$ cat src/rtl/jtopl_eg_sched.sv
// jtopl_eg_sched: per-slot operator parameter file, slot sequencer and result capture.
// Define JTOPL_EG_SCHED_SILENT_EN to add the per-slot silent flag output.
module jtopl_eg_sched #(
  parameter int SLOTS = 18
) (
  input  logic             clk,
  input  logic             rst_n,
  input  logic             cen,
  input  logic             wr_en,
  input  logic [4:0]       wr_slot,
  input  logic [1:0]       wr_sel,
  input  logic [7:0]       wr_data,
  output logic             wr_ready,
  output logic [5:0]       tl,
  output logic [1:0]       ksl,
  output logic [3:0]       fnum,
  output logic [2:0]       block,
  output logic             amsen,
  output logic [4:0]       cur_slot,
  output logic             frame_start,
  input  logic [9:0]       eg_limited,
`ifdef JTOPL_EG_SCHED_SILENT_EN
  output logic [SLOTS-1:0] silent,
`endif
  output logic [9:0]       eg_out,
  output logic [4:0]       out_slot,
  output logic             out_valid
);

  // state    | meaning
  // WB_EMPTY | no write pending, wr_ready high
  // WB_FULL  | write held; commits unless its slot is being loaded this edge
  typedef enum logic {WB_EMPTY, WB_FULL} wb_state_t;

  localparam logic [4:0] LAST = 5'(SLOTS - 1);

  wb_state_t  r_state, w_state_nxt;
  logic [4:0] r_buf_slot;
  logic [1:0] r_buf_sel;
  logic [7:0] r_buf_data;
  logic       w_accept, w_commit, w_ready, w_buf_hit;

  logic [5:0] r_tl_f   [SLOTS];
  logic [1:0] r_ksl_f  [SLOTS];
  logic [3:0] r_fnum_f [SLOTS];
  logic [2:0] r_blk_f  [SLOTS];
  logic       r_ams_f  [SLOTS];

  logic [4:0] r_cur_slot, w_next_slot, r_out_slot;
  logic [5:0] r_tl;
  logic [1:0] r_ksl;
  logic [3:0] r_fnum;
  logic [2:0] r_blk;
  logic       r_ams, r_frame_start, r_out_valid;
  logic [9:0] r_eg_out;

  assign w_next_slot = (r_cur_slot == LAST) ? 5'd0 : r_cur_slot + 5'd1;
  assign w_buf_hit   = ({1'b0, r_buf_slot} < 6'(SLOTS));

  always_ff @(posedge clk or negedge rst_n) begin
    if (!rst_n) r_state <= WB_EMPTY;
    else        r_state <= w_state_nxt;
  end

  always_comb begin
    w_state_nxt = r_state;
    case (r_state)
      WB_EMPTY: if (wr_en)    w_state_nxt = WB_FULL;
      WB_FULL:  if (w_commit) w_state_nxt = WB_EMPTY;
      default:                w_state_nxt = WB_EMPTY;
    endcase
  end

  always_comb begin
    w_ready  = (r_state == WB_EMPTY);
    w_accept = w_ready & wr_en;
    w_commit = (r_state == WB_FULL) & ~(cen & (r_buf_slot == w_next_slot));
  end

  always_ff @(posedge clk or negedge rst_n) begin
    if (!rst_n) begin
      r_buf_slot <= '0;
      r_buf_sel  <= '0;
      r_buf_data <= '0;
    end else if (w_accept) begin
      r_buf_slot <= wr_slot;
      r_buf_sel  <= wr_sel;
      r_buf_data <= wr_data;
    end
  end

  // Out-of-range slots and field select 3 drain the buffer without touching the file.
  always_ff @(posedge clk or negedge rst_n) begin
    if (!rst_n) begin
      for (int i = 0; i < SLOTS; i++) begin
        r_tl_f[i]   <= '0;
        r_ksl_f[i]  <= '0;
        r_fnum_f[i] <= '0;
        r_blk_f[i]  <= '0;
        r_ams_f[i]  <= 1'b0;
      end
    end else if (w_commit && w_buf_hit) begin
      case (r_buf_sel)
        2'd0: begin
          r_ksl_f[r_buf_slot] <= r_buf_data[7:6];
          r_tl_f[r_buf_slot]  <= r_buf_data[5:0];
        end
        2'd1: begin
          r_blk_f[r_buf_slot]  <= r_buf_data[6:4];
          r_fnum_f[r_buf_slot] <= r_buf_data[3:0];
        end
        2'd2:    r_ams_f[r_buf_slot] <= r_buf_data[0];
        default: ;
      endcase
    end
  end

  always_ff @(posedge clk or negedge rst_n) begin
    if (!rst_n) begin
      r_cur_slot    <= LAST;
      r_tl          <= '0;
      r_ksl         <= '0;
      r_fnum        <= '0;
      r_blk         <= '0;
      r_ams         <= 1'b0;
      r_frame_start <= 1'b0;
      r_out_valid   <= 1'b0;
      r_out_slot    <= '0;
      r_eg_out      <= 10'h3FF;
    end else begin
      r_frame_start <= cen && (w_next_slot == 5'd0);
      r_out_valid   <= cen;
      if (cen) begin
        r_cur_slot <= w_next_slot;
        r_tl       <= r_tl_f[w_next_slot];
        r_ksl      <= r_ksl_f[w_next_slot];
        r_fnum     <= r_fnum_f[w_next_slot];
        r_blk      <= r_blk_f[w_next_slot];
        r_ams      <= r_ams_f[w_next_slot];
        r_out_slot <= r_cur_slot;
        r_eg_out   <= eg_limited;
      end
    end
  end

`ifdef JTOPL_EG_SCHED_SILENT_EN
  logic [SLOTS-1:0] r_silent;

  always_ff @(posedge clk or negedge rst_n) begin
    if (!rst_n)   r_silent <= '1;
    else if (cen) r_silent[r_cur_slot] <= (eg_limited == 10'h3FF);
  end

  assign silent = r_silent;
`endif

  assign wr_ready    = w_ready;
  assign tl          = r_tl;
  assign ksl         = r_ksl;
  assign fnum        = r_fnum;
  assign block       = r_blk;
  assign amsen       = r_ams;
  assign cur_slot    = r_cur_slot;
  assign frame_start = r_frame_start;
  assign eg_out      = r_eg_out;
  assign out_slot    = r_out_slot;
  assign out_valid   = r_out_valid;

endmodule

$ cat config.mk
export PLATFORM = sky130hd
export DESIGN_NAME = jtopl_eg_sched
export DESIGN_NICKNAME = d
export VERILOG_FILES = /design/src/rtl/jtopl_eg_sched.sv
export SDC_FILE = /design/constraint.sdc
export NUM_CORES = 1
export LEC_CHECK = 0
export BUFFER_PORTS_ARGS = -buffer_cell sky130_fd_sc_hd__buf_4
export CAP_MARGIN = 20
export CORE_ASPECT_RATIO = 1.2
export CORE_MARGIN = 3
export CORE_UTILIZATION = 35
export CTS_BUF_LIST = sky130_fd_sc_hd__clkbuf_16
export CTS_CLUSTER_DIAMETER = 80
export DETAILED_ROUTE_END_ITERATION = 10
export PLACE_DENSITY = 0.46
export SETUP_SLACK_MARGIN = 0.15
export SYNTH_ARGS = -nofsm -noshare
export SYNTH_HDL_FRONTEND = slang
export SYNTH_SLANG_ARGS = --single-unit
$ cat constraint.sdc
create_clock -name clk -period 3.55 [get_ports clk]
set_input_delay 0.355 -clock clk [delete_from_list [all_inputs] [get_ports clk]]
set_output_delay 0.355 -clock clk [all_outputs]
set_load 0.01 [all_outputs]
Word-level counts from Yosys, hierarchy flattened
Index checks and enable logic that the tools add are counted.
{ "classes": {"addsub": 1, "mul": 0, "div_mod_pow": 0, "magnitude_cmp": 4, "n_eq_ne": 4, "shifts": 0, "n_mux": 34, "n_bitwise": 7, "n_reduce_logical": 8} }
{ "op_table": {"columns": ["operator", "n"], "rows": [
  ["bitwise mux 108 bit", 1],
  ["bitwise mux 72 bit", 1],
  ["bitwise mux 54 bit", 1],
  ["bitwise mux 36 bit", 1],
  ["binary-select mux 6 bit (select 5 bit)", 1],
  ["demux 6 bit (select 5 bit)", 1],
  ["binary-select mux 4 bit (select 5 bit)", 1],
  ["demux 4 bit (select 5 bit)", 1],
  ["bitwise mux 18 bit", 1],
  ["2-to-1 mux 6 bit", 3],
  ["binary-select mux 3 bit (select 5 bit)", 1],
  ["demux 3 bit (select 5 bit)", 1],
  ["greater-or-equal comparator 6 bit, second input constant", 2],
  ["2-to-1 mux 4 bit", 3],
  ["NOT 5 -> 6 bit", 2],
  ["binary-select mux 2 bit (select 5 bit)", 1],
  ["demux 2 bit (select 5 bit)", 1],
  ["2-to-1 mux 3 bit", 3],
  ["< comparator 6 x 1 -> 1 bit, second input constant", 1],
  ["2-to-1 mux 2 bit", 3],
  ["AND reduction 2 bit", 3],
  ["adder 5 x 1 -> 5 bit, second input constant", 1],
  ["binary-select mux 1 bit (select 5 bit)", 1],
  ["demux 1 bit (select 5 bit)", 1],
  ["13 further kinds", 22]
]} }
{ "word_totals": {"ff_bits": 342, "latch_bits": 0, "mem_bits_rw": 0, "mem_bits_ro": 0, "input_bits": 29, "out_inout_bits": 39, "wordCells": 162, "memories": 0} }

Logic depth before layout (Yosys ltp)
Gate-level depths: netlist of the first run.
{ "depth": {"word_depth": 8, "ltp_mapped": 11, "ltp_nobuf": 8} }

Worst setup path after synthesis of the first run
Ideal clock, no wire load.
{ "synth_timing": {"kind": "register to register", "startpoint": "reg r_cur_slot[0] (netlist: cur_slot[0])", "endpoint": "reg r_blk_f[48] in the netlist's numbering", "setup_time_ns": 0.125, "arrival_time_ns": 2.587, "required_ns": 3.425, "setup_slack_ns": 0.838, "stages_incl_launch_ff": 11, "n_path_buf": 3, "synth_period_minus_slack_ns": 2.712, "path_cell_list": "dfstp_2 -> ha_1 -> nor4bb_2 -> buf_6 -> nor2_4 -> xnor2_1 -> and4_1 -> buf_2 -> buf_6 -> a211oi_4 -> mux2_2"} }
{ "synth_between": {"elab_chain_len": 8, "word_cells_on_any_way": 9, "classes_between": "1 x add/sub; 2 x eq/ne; 1 x mux; 3 x bitwise; 2 x reduce/logical"} }
{ "synth_rtl": {"columns": ["element", "line_no", "text"], "rows": [
  ["from (decl)", "49", "logic [4:0] r_cur_slot, w_next_slot, r_out_slot;"],
  ["from (signal assigned)", "134", "r_cur_slot <= w_next_slot;"],
  ["adder 5 x 1 -> 5 bit or == test 5 bit (tied branches)", "57", "assign w_next_slot = (r_cur_slot == LAST) ? 5'd0 : r_cur_slot + 5'd1;"],
  ["2-to-1 mux 5 bit (*)", "57", null],
  ["== test 5 bit (*)", "77", "w_commit = (r_state == WB_FULL) & ~(cen & (r_buf_slot == w_next_slot));"],
  ["bitwise AND 1 bit (*)", "77", null],
  ["NOT 1 bit (*)", "77", null],
  ["bitwise AND 1 bit (*)", "77", null],
  ["logical AND 1 bit (*)", "102", "end else if (w_commit && w_buf_hit) begin"],
  ["AND reduction 2 bit (no source line) (*)", null, null],
  ["to (signal, indexed assignment)", "109", "r_blk_f[r_buf_slot] <= r_buf_data[6:4];"],
  ["to (decl)", "46", "logic [2:0] r_blk_f [SLOTS];"]
]} }
Every way passes the cells marked *; elsewhere a longest branch is shown, timed or not.
A chain may end at the register's enable or synchronous reset.

Final worst setup path of the first run
{ "layout_timing": {"startpoint": "reg r_cur_slot[0] (netlist: cur_slot[0])", "endpoint": "reg r_blk[0] (netlist: block[0])"} }
{ "layout_between": {"elab_chain_len": 6, "word_cells_on_any_way": 7, "classes_between": "1 x add/sub; 1 x eq/ne; 4 x mux; 1 x bitwise"} }
{ "layout_rtl": {"columns": ["element", "line_no", "text"], "rows": [
  ["adder 5 x 1 -> 5 bit or == test 5 bit (tied branches)", "57", null],
  ["2-to-1 mux 5 bit (*)", "57", null],
  ["NOT 5 -> 6 bit (not written as such) (*)", "138", "r_blk <= r_blk_f[w_next_slot];"],
  ["binary-select mux 3 bit (select 5 bit) (*)", "138", null],
  ["2-to-1 mux 3 bit (not written as such) (*) (2 in a row)", "138", null],
  ["to (signal assigned)", "138", null],
  ["to (decl)", "53", "logic [2:0] r_blk;"]
]} }
Every way passes the cells marked *; elsewhere a longest branch is shown, timed or not. The select of a mux whose other input is x is not followed.

==> metrics.txt, run 1 <==
final count of negative-setup-slack endpoints=0; initial antenna violation count=0; CP startpoint=cur_slot[0]; initial drt markers=~550; Main synth FF type=dfrtp_1; Syn Area/Cell=12.4 µm²; Sequential Power Share=between 30% and 40%; # port buffers=67; CP Capture Type=flop; Worst VDD drop=0.350 mV; H-tree levels=2; r2r setup slk=roughly 330 ps; via count=11.0k; final core utilization=approximately two fifths; Worst Hold Class=in2reg; Slew headroom=approximately a third; RD Place Congestion=around 0.81; CP max-delay cell=dfstp_2; Layout Nets=about 1.4k; post-synthesis simple-gate area fraction=between 8 and 9%; xor/xnor share of the synthesized area=less than 1%; DIE HEIGHT=244 µm; Cell Area, Synth=around 17000 µm²; status=finished clean; Pwr Density=738 nW/µm²; Reg2Reg Depth=9; Switching Power=slightly above 5 mW; share of layout cells above drive strength 1=42.2%; Initial Utilization=a little over a third; Power, Total=~14 mW; vias in the first global route=between 10k and 15k; Pleak=8.65 nW; cell internal pwr=between 8 and 9 mW; Slew Limit Fails=0; Most Frequent Cell on Critical Path=buf_4; CTS root buffer=clkbuf_16; yosys warns=0; clk sinks=342; fin crit period=about 3200 ps; TritonCTS clock tree=built; Async SR Flop Fraction=100%; Buffers & Inverters on Critical Path=2; row cnt=86; measured slew at the worst slew-check pin=~1000 ps; unrepaired setup endpoints after global routing=false; Ports=around 70; post-route clock period utilization=between 90 and 100%; crit path capture=block[0]; Post-Synthesis Cells=1334; setup_tns=0 ps; clk_lat worst skew=550 ps; dpl hpwl=~31 mm; max-cap violations=0; drt wl/cell=23.4 µm; DR pass1 iterations=5; crit-path cells=ha_1, nor4bb_4, nor2_4, buf_4, nor2_1, nand3_1, buf_4, o221a_2, a41oi_1; critical path's top delay family=simple AND/OR/NAND/NOR gates; deepest clock path buffer count=3; n_diodes=0; GRT Total Usage=around a fifth; Worst-path clk slew=around 60 ps; Synth Net Count=between 1k and 1.5k; sw frac=between 30 and 40%; critical path fanouts, max=22; largest family of logic cells by synthesized area=multiplexers; CTS buffer count=39; startpoint class of the critical path=flop; compound-cell area share of the yosys netlist=between 10% and 20%; Fillers=between 4k and 5k; Adder-Cell Fraction of Synth Area=less than 1%; largest stage delay on the critical path=approximately 670 ps; fmax=between 300 and 400 MHz; Logic pwr share=roughly a third; Final Hold Fails=0; CP required=~4000 ps; first-pass GRT wire length=around 74 mm; FF-to-FF Start=cur_slot[0]; WP data arrival=approximately 3700 ps; Clock Power Share=27.9%; CORE AREA=between 40000 and 50000 µm²; CP Depth=9; register area=roughly 8600 µm²; Overflow after GRT=0; capturing point of the worst reg2reg path=block[0]; multi-input logic area=7470 µm²; WS Path Type=reg2reg; die width=just over 200 µm; mux cell area share after synthesis=about 25%; post-synth cell types=between 50 and 60; pin count of the biggest net entering global routing=110; die area=approximately 50000 µm²; register area share after synthesis=51.9%; EDFF count, synth=0; vias per std cell=roughly 5.4; Routed Antenna Nets=0; Worst Skew=between 15 and 20 ps; routed wire length=around 48 mm; synthesized flop and latch total=around 340; drt drc=0; WHS=approximately 41 ps; synth-to-layout area growth=15.4%
layout by cell type, fill, tap and decap left out, types with 12 or more instances in the layout:
cell and n:
o21ai_0 17, nand4_1 15, dfstp_2 12, dfrtp_1 325, a22oi_1 16, o22a_1 14, mux2_2 343, nand2_1 121
nand3_1 42, a21oi_1 25, clkinv_1 12, mux2i_1 21, nor4_1 14, inv_1 26, o21ai_4 20, nor2_1 44
o221a_2 28, clkbuf_16 41, buf_4 105, a211oi_1 12, nor3_1 16, o22ai_1 36, a41oi_1 14
how the worst min path moves through the flow:
stage	cells past startpoint	endpoint	from
floorplan	0	amsen	rst_n
global placement	1	r_blk_f[18]	rst_n
detailed placement	1	r_fnum_f[13]	rst_n
CTS	2	r_buf_data[3]	wr_data[3]
global route	2	r_buf_data[4]	wr_data[4]
finish	2	r_buf_data[3]	wr_data[3]
worst register-to-register path: cells and delay by family (launching register included):
kind | cells | cell delay [ps]
compound gates | 2 | 500
fa+ha+maj | 1 | 240
buf+inv | 2 | 540
flops | 1 | 670
simple gates | 4 | 1190
power by group through the flow:
stage | combinational, mW | sequential (mW) | clock [mW]
final | 4.75 | 5.38 | 3.93
after CTS | 4.81 | 5.38 | 4.05
after detailed placement | 4.79 | 5.45 | 0
after global routing | 5.17 | 5.50 | 4.21
after floorplan | 3.16 | 5.15 | 0
after global placement | 4.75 | 5.43 | 0
synthesized netlist by cell type (all sizes together) (15+ instances only):
cell type,instances,area (µm²)
buf,27,168
nor2,47,191
a211oi,16,163
o221a,28,315
nor3,19,111
clkbuf,75,282
mux2,346,3900
nand2,122,460
o22ai,36,225
o21ai,39,428
a21oi,34,241
dfrtp,330,8260
inv,17,63.8
nand4,15,93.8
nand3,42,210
a22oi,16,120
mux2i,21,210
logic make-up after synthesis:
logic type / count (synthesis)
xor+xnor: 8
mux: 367
fa+ha+maj: 2
flops: 342
compound gates: 208
simple gates: 287
buf+inv: 120
routing by layer:
layer,vias up,GRT usage (%),wire [µm]
met5,-,0,0
met2,212,32.3,23400
met3,76,2.95,1750
li1,5005,-,-
met1,5743,25.7,20900
met4,0,6.68,1490
cell type report:
| type | instances | area share, % |
|---|---|---|
| Clock buffer | 41 | 5.39 |
| Tap cell | 616 | 4.05 |
| Sequential cell | 342 | 45.0 |
| Inverter | 18 | 0.355 |
| Timing Repair Buffer | 114 | 4.91 |
| Multi-Input combinational cell | 872 | 39.2 |
| Clock inverter | 29 | 1.02 |
what timing repair did:
item | CTS | global route
hold buffers | 2 | 0
setup endpoints to repair | 0 | 82
gates resized for setup | 0 | 2
endpoints found under the hold margin | 57 | 0
buffers inserted | 0 | 0
sequential cells by signal (all words and copies together) (netlist names), 6 cells and up:
| register | flops |
|---|---|
| eg_out | 10 |
| r_fnum_f | 72 |
| r_buf_data | 8 |
| r_tl_f | 108 |
| tl | 6 |
| r_blk_f | 54 |
| r_ksl_f | 36 |
| r_ams_f | 18 |
stage by stage:
stage	worst slack [ps]	instance area, µm²	instances
after floorplan	838	16500	1334
after global placement	250	17800	1959
after detailed placement	207	17800	1960
after CTS	206	19000	2032
after global routing	168	19000	2032
final	332	19000	2032
Note: power is estimated with default switching activity, not from simulation.
==> inputs of run 2 (changes only) <==
- CELL_PAD_IN_SITES_DETAIL_PLACEMENT: not set -> 1
- CELL_PAD_IN_SITES_GLOBAL_PLACEMENT: not set -> 1
- CORE_UTILIZATION: 35 -> 51
- PLACE_DENSITY: 0.46 -> 0.76
- clock period: 3.55 -> 3.1 ns (I/O delays scaled with it)
==> run 2 against run 1 <==
Clock power is 5% higher. Maximum frequency is 11% higher. Clock skew is 3.0 ps lower. Highest routed layer unchanged. Combinational power is 22% higher. Routed wire length is 1.3% lower. First-iteration DRC count is 10% higher. Count of clock-buffer cells in the layout is 4 lower. Total power is 13% higher. Via count is 4.6% higher. Sequential cell count stayed put. Hold slack worse by 24 ps. Sequential share of layout area is 0.54 points lower.
==> metrics.txt, run 2 (synthesized netlist as in run 1, its figures left out) <==
Worst VDD drop=0.542 mV (was 0.350 mV); WS Path Type=reg2reg (unchanged); via count=11.5k (was 11.0k); Layout Nets=1465 (was 1418); unrepaired setup endpoints after global routing=true (was false); critical path's top delay family=simple AND/OR/NAND/NOR gates (unchanged); CTS root buffer=clkbuf_16 (unchanged); GRT Total Usage=27.3% (was 19.4%); final count of negative-setup-slack endpoints=0 (unchanged); fin worst setup slack=196 ps (was 332 ps); drt drc=0 (unchanged); Reg2Reg Depth=10 (was 9); Slew Limit Fails=0 (unchanged); RD Place Congestion=0.804 (was 0.805); Buffers & Inverters on Critical Path=3 (was 2); busiest grt layer=met2 (unchanged); TritonCTS clock tree=built (unchanged); row cnt=71 (was 86); hold path endpoint=eg_out[7] (was r_buf_data[3]); status=finished clean (unchanged); H-tree levels=2 (unchanged); dpl hpwl=30.3 mm (was 31.2 mm); share of layout cells above drive strength 1=42.7% (was 42.2%); startpoint class of the critical path=flop (unchanged); n_diodes=0 (unchanged); commonest cells after routing, fill and taps aside=mux2_2, dfrtp_1, nand2_1 (unchanged); critical path fanouts, max=16 (was 22); WP data arrival=3330 ps (was 3670 ps); die area=34600 µm² (was 49800 µm²); setup_tns=0 ps (unchanged); # port buffers=67 (unchanged); die width=170 µm (was 204 µm); initial drt markers=607 (was 551); Worst Hold Class=in2reg (unchanged); hold-critical path depth=2 (unchanged); pre-CTS setup slack=80.4 ps (was 207 ps); deepest clock path buffer count=3 (unchanged); clk_lat worst skew=540 ps (was 550 ps); Top reg by flops=r_tl_f (unchanged); crit-path cells=ha_2, nor4bb_4, buf_4, nor2_4, xnor2_1, and4_2, buf_12, a211oi_2, buf_4, mux2_2 (was ha_1, nor4bb_4, nor2_4, buf_4, nor2_1, nand3_1, buf_4, o221a_2, a41oi_1); DR pass1 iterations=5 (unchanged); CTS buffer count=37 (was 39); WHS=17.5 ps (was 41.1 ps); CP max-delay cell=dfstp_2 (unchanged); GR Layer Usage met2=49.1% (was 32.3%); first-pass GRT wire length=73.6 mm (was 73.8 mm); met1 usage=34.2% (was 25.7%); vias per std cell=6.19 (was 5.43); max-cap violations=0 (unchanged); Worst-path clk slew=60 ps (about the same); routed wire length=47.0 mm (was 47.6 mm); most common cell after layout, fill and taps aside=mux2_2 (unchanged); FF-to-FF Start=cur_slot[0] (unchanged); CP Capture Type=flop (unchanged); post-route clock period utilization=93.7% (was 90.7%); drt wl/cell=25.2 µm (was 23.4 µm); Pwr Density=827 nW/µm² (was 738 nW/µm²); CP required=3520 ps (was 4010 ps); Overflow after GRT=0 (unchanged); fmax=344 MHz (was 311 MHz); Most Frequent Cell on Critical Path=buf_4 (unchanged); DIE HEIGHT=203 µm (was 244 µm); hold_sp=eg_limited[7] (was wr_data[3]); initial antenna violation count=0 (unchanged); Initial Utilization=52.2% (was 35.7%); GR Util met3=3.74% (was 2.95%); largest registers=r_tl_f x108, r_fnum_f x72, r_blk_f x54 (unchanged); CORE AREA=31600 µm² (was 46300 µm²); r2r setup slk=200 ps (was 330 ps); fin crit period=2900 ps (was 3220 ps); Slew headroom=24.7% (was 33.5%); Ports=68 (unchanged); Final Hold Fails=0 (unchanged); largest stage delay on the critical path=540 ps (was 670 ps); capturing point of the worst reg2reg path=r_blk_f[28] (was block[0]); Worst Skew=13.3 ps (was 16.4 ps); Routed Antenna Nets=0 (unchanged); Pleak=8.88 nW (was 8.65 nW); vias in the first global route=12.9k (was 11.5k); clk sinks=342 (unchanged); measured slew at the worst slew-check pin=1130 ps (was 997 ps); synth-to-layout area growth=16.7% (was 15.4%); Largest register FFs=108 (unchanged); pin count of the biggest net entering global routing=82 (was 110)
run 2: repair_timing:
| action | in CTS | in global routing |
|---|---|---|
| gates resized for setup | 1 | 5 |
| buffers inserted | 7 | 3 |
| hold buffers | 24 | 0 |
| pin swaps | 6 | 1 |
| endpoints found under the hold margin | 81 | 0 |
| endpoints found under the setup margin | 39 | 264 |
| gates cloned | 0 | 1 |
run 2: power breakdown:
| part | internal [mW] | leakage (nW) | switching, mW | total (mW) |
|---|---|---|---|---|
| clock | 2.27 | 0.582 | 1.84 | 4.11 |
| sequential | 5.40 | 4.59 | 0.638 | 6.03 |
| combinational | 2.39 | 3.70 | 3.40 | 5.79 |
| total | 10.1 | 8.88 | 5.87 | 15.9 |
run 2: cell type report:
cell class	instances	area [µm²]
clock inverters	31	190
repair buffers	163	1530
fillers	3134	12400
multi-input cells	872	7480
inverters	18	67.6
well taps	401	502
flip-flops and latches	342	8570
clock buffers	37	926
run 2: metrics by stage:
step / util [%] / std cells / instance area [µm²] / power (mW)
2_1_floorplan: - / 1334 / 16500 / 9.51
3_3_place_gp: 56.0 / 1760 / 17700 / 11.5
3_5_place_dp: 56.0 / 1760 / 17700 / 11.7
4_1_cts: 60.6 / 1859 / 19200 / 16.0
5_1_grt: 60.9 / 1864 / 19300 / 16.7
6_report: 60.9 / 1864 / 19300 / 15.9
run 2: worst max-delay path by stage:
stage | slack [ps] | end | cells after the start | start
floorplan | 390 | r_blk_f[48] | 10 | cur_slot[0]
CTS | 150 | r_tl_f[88] | 9 | cur_slot[0]
global route | 110 | r_blk_f[28] | 10 | cur_slot[0]
detailed placement | 80 | r_tl_f[39] | 9 | cur_slot[0]
global placement | 170 | r_ksl_f[13] | 9 | cur_slot[0]
finish | 200 | r_blk_f[28] | 10 | cur_slot[0]
run 2: metal layers:
metal,part of all wire [%],wire [µm],vias to the layer above
li1,-,-,5106
met1,42,19500,6112
met2,52,24500,238
met3,3.7,1740,86
met4,2.6,1210,0
met5,0,0,-
run 2: worst reg2reg max path: stages (launching register included):
cell      delay, ps
dfstp_2         540
ha_2            190
nor4bb_4        370
buf_4           210
nor2_4           40
xnor2_1         150
and4_2          310
buf_12          180
a211oi_2        230
buf_4           220
mux2_2          350
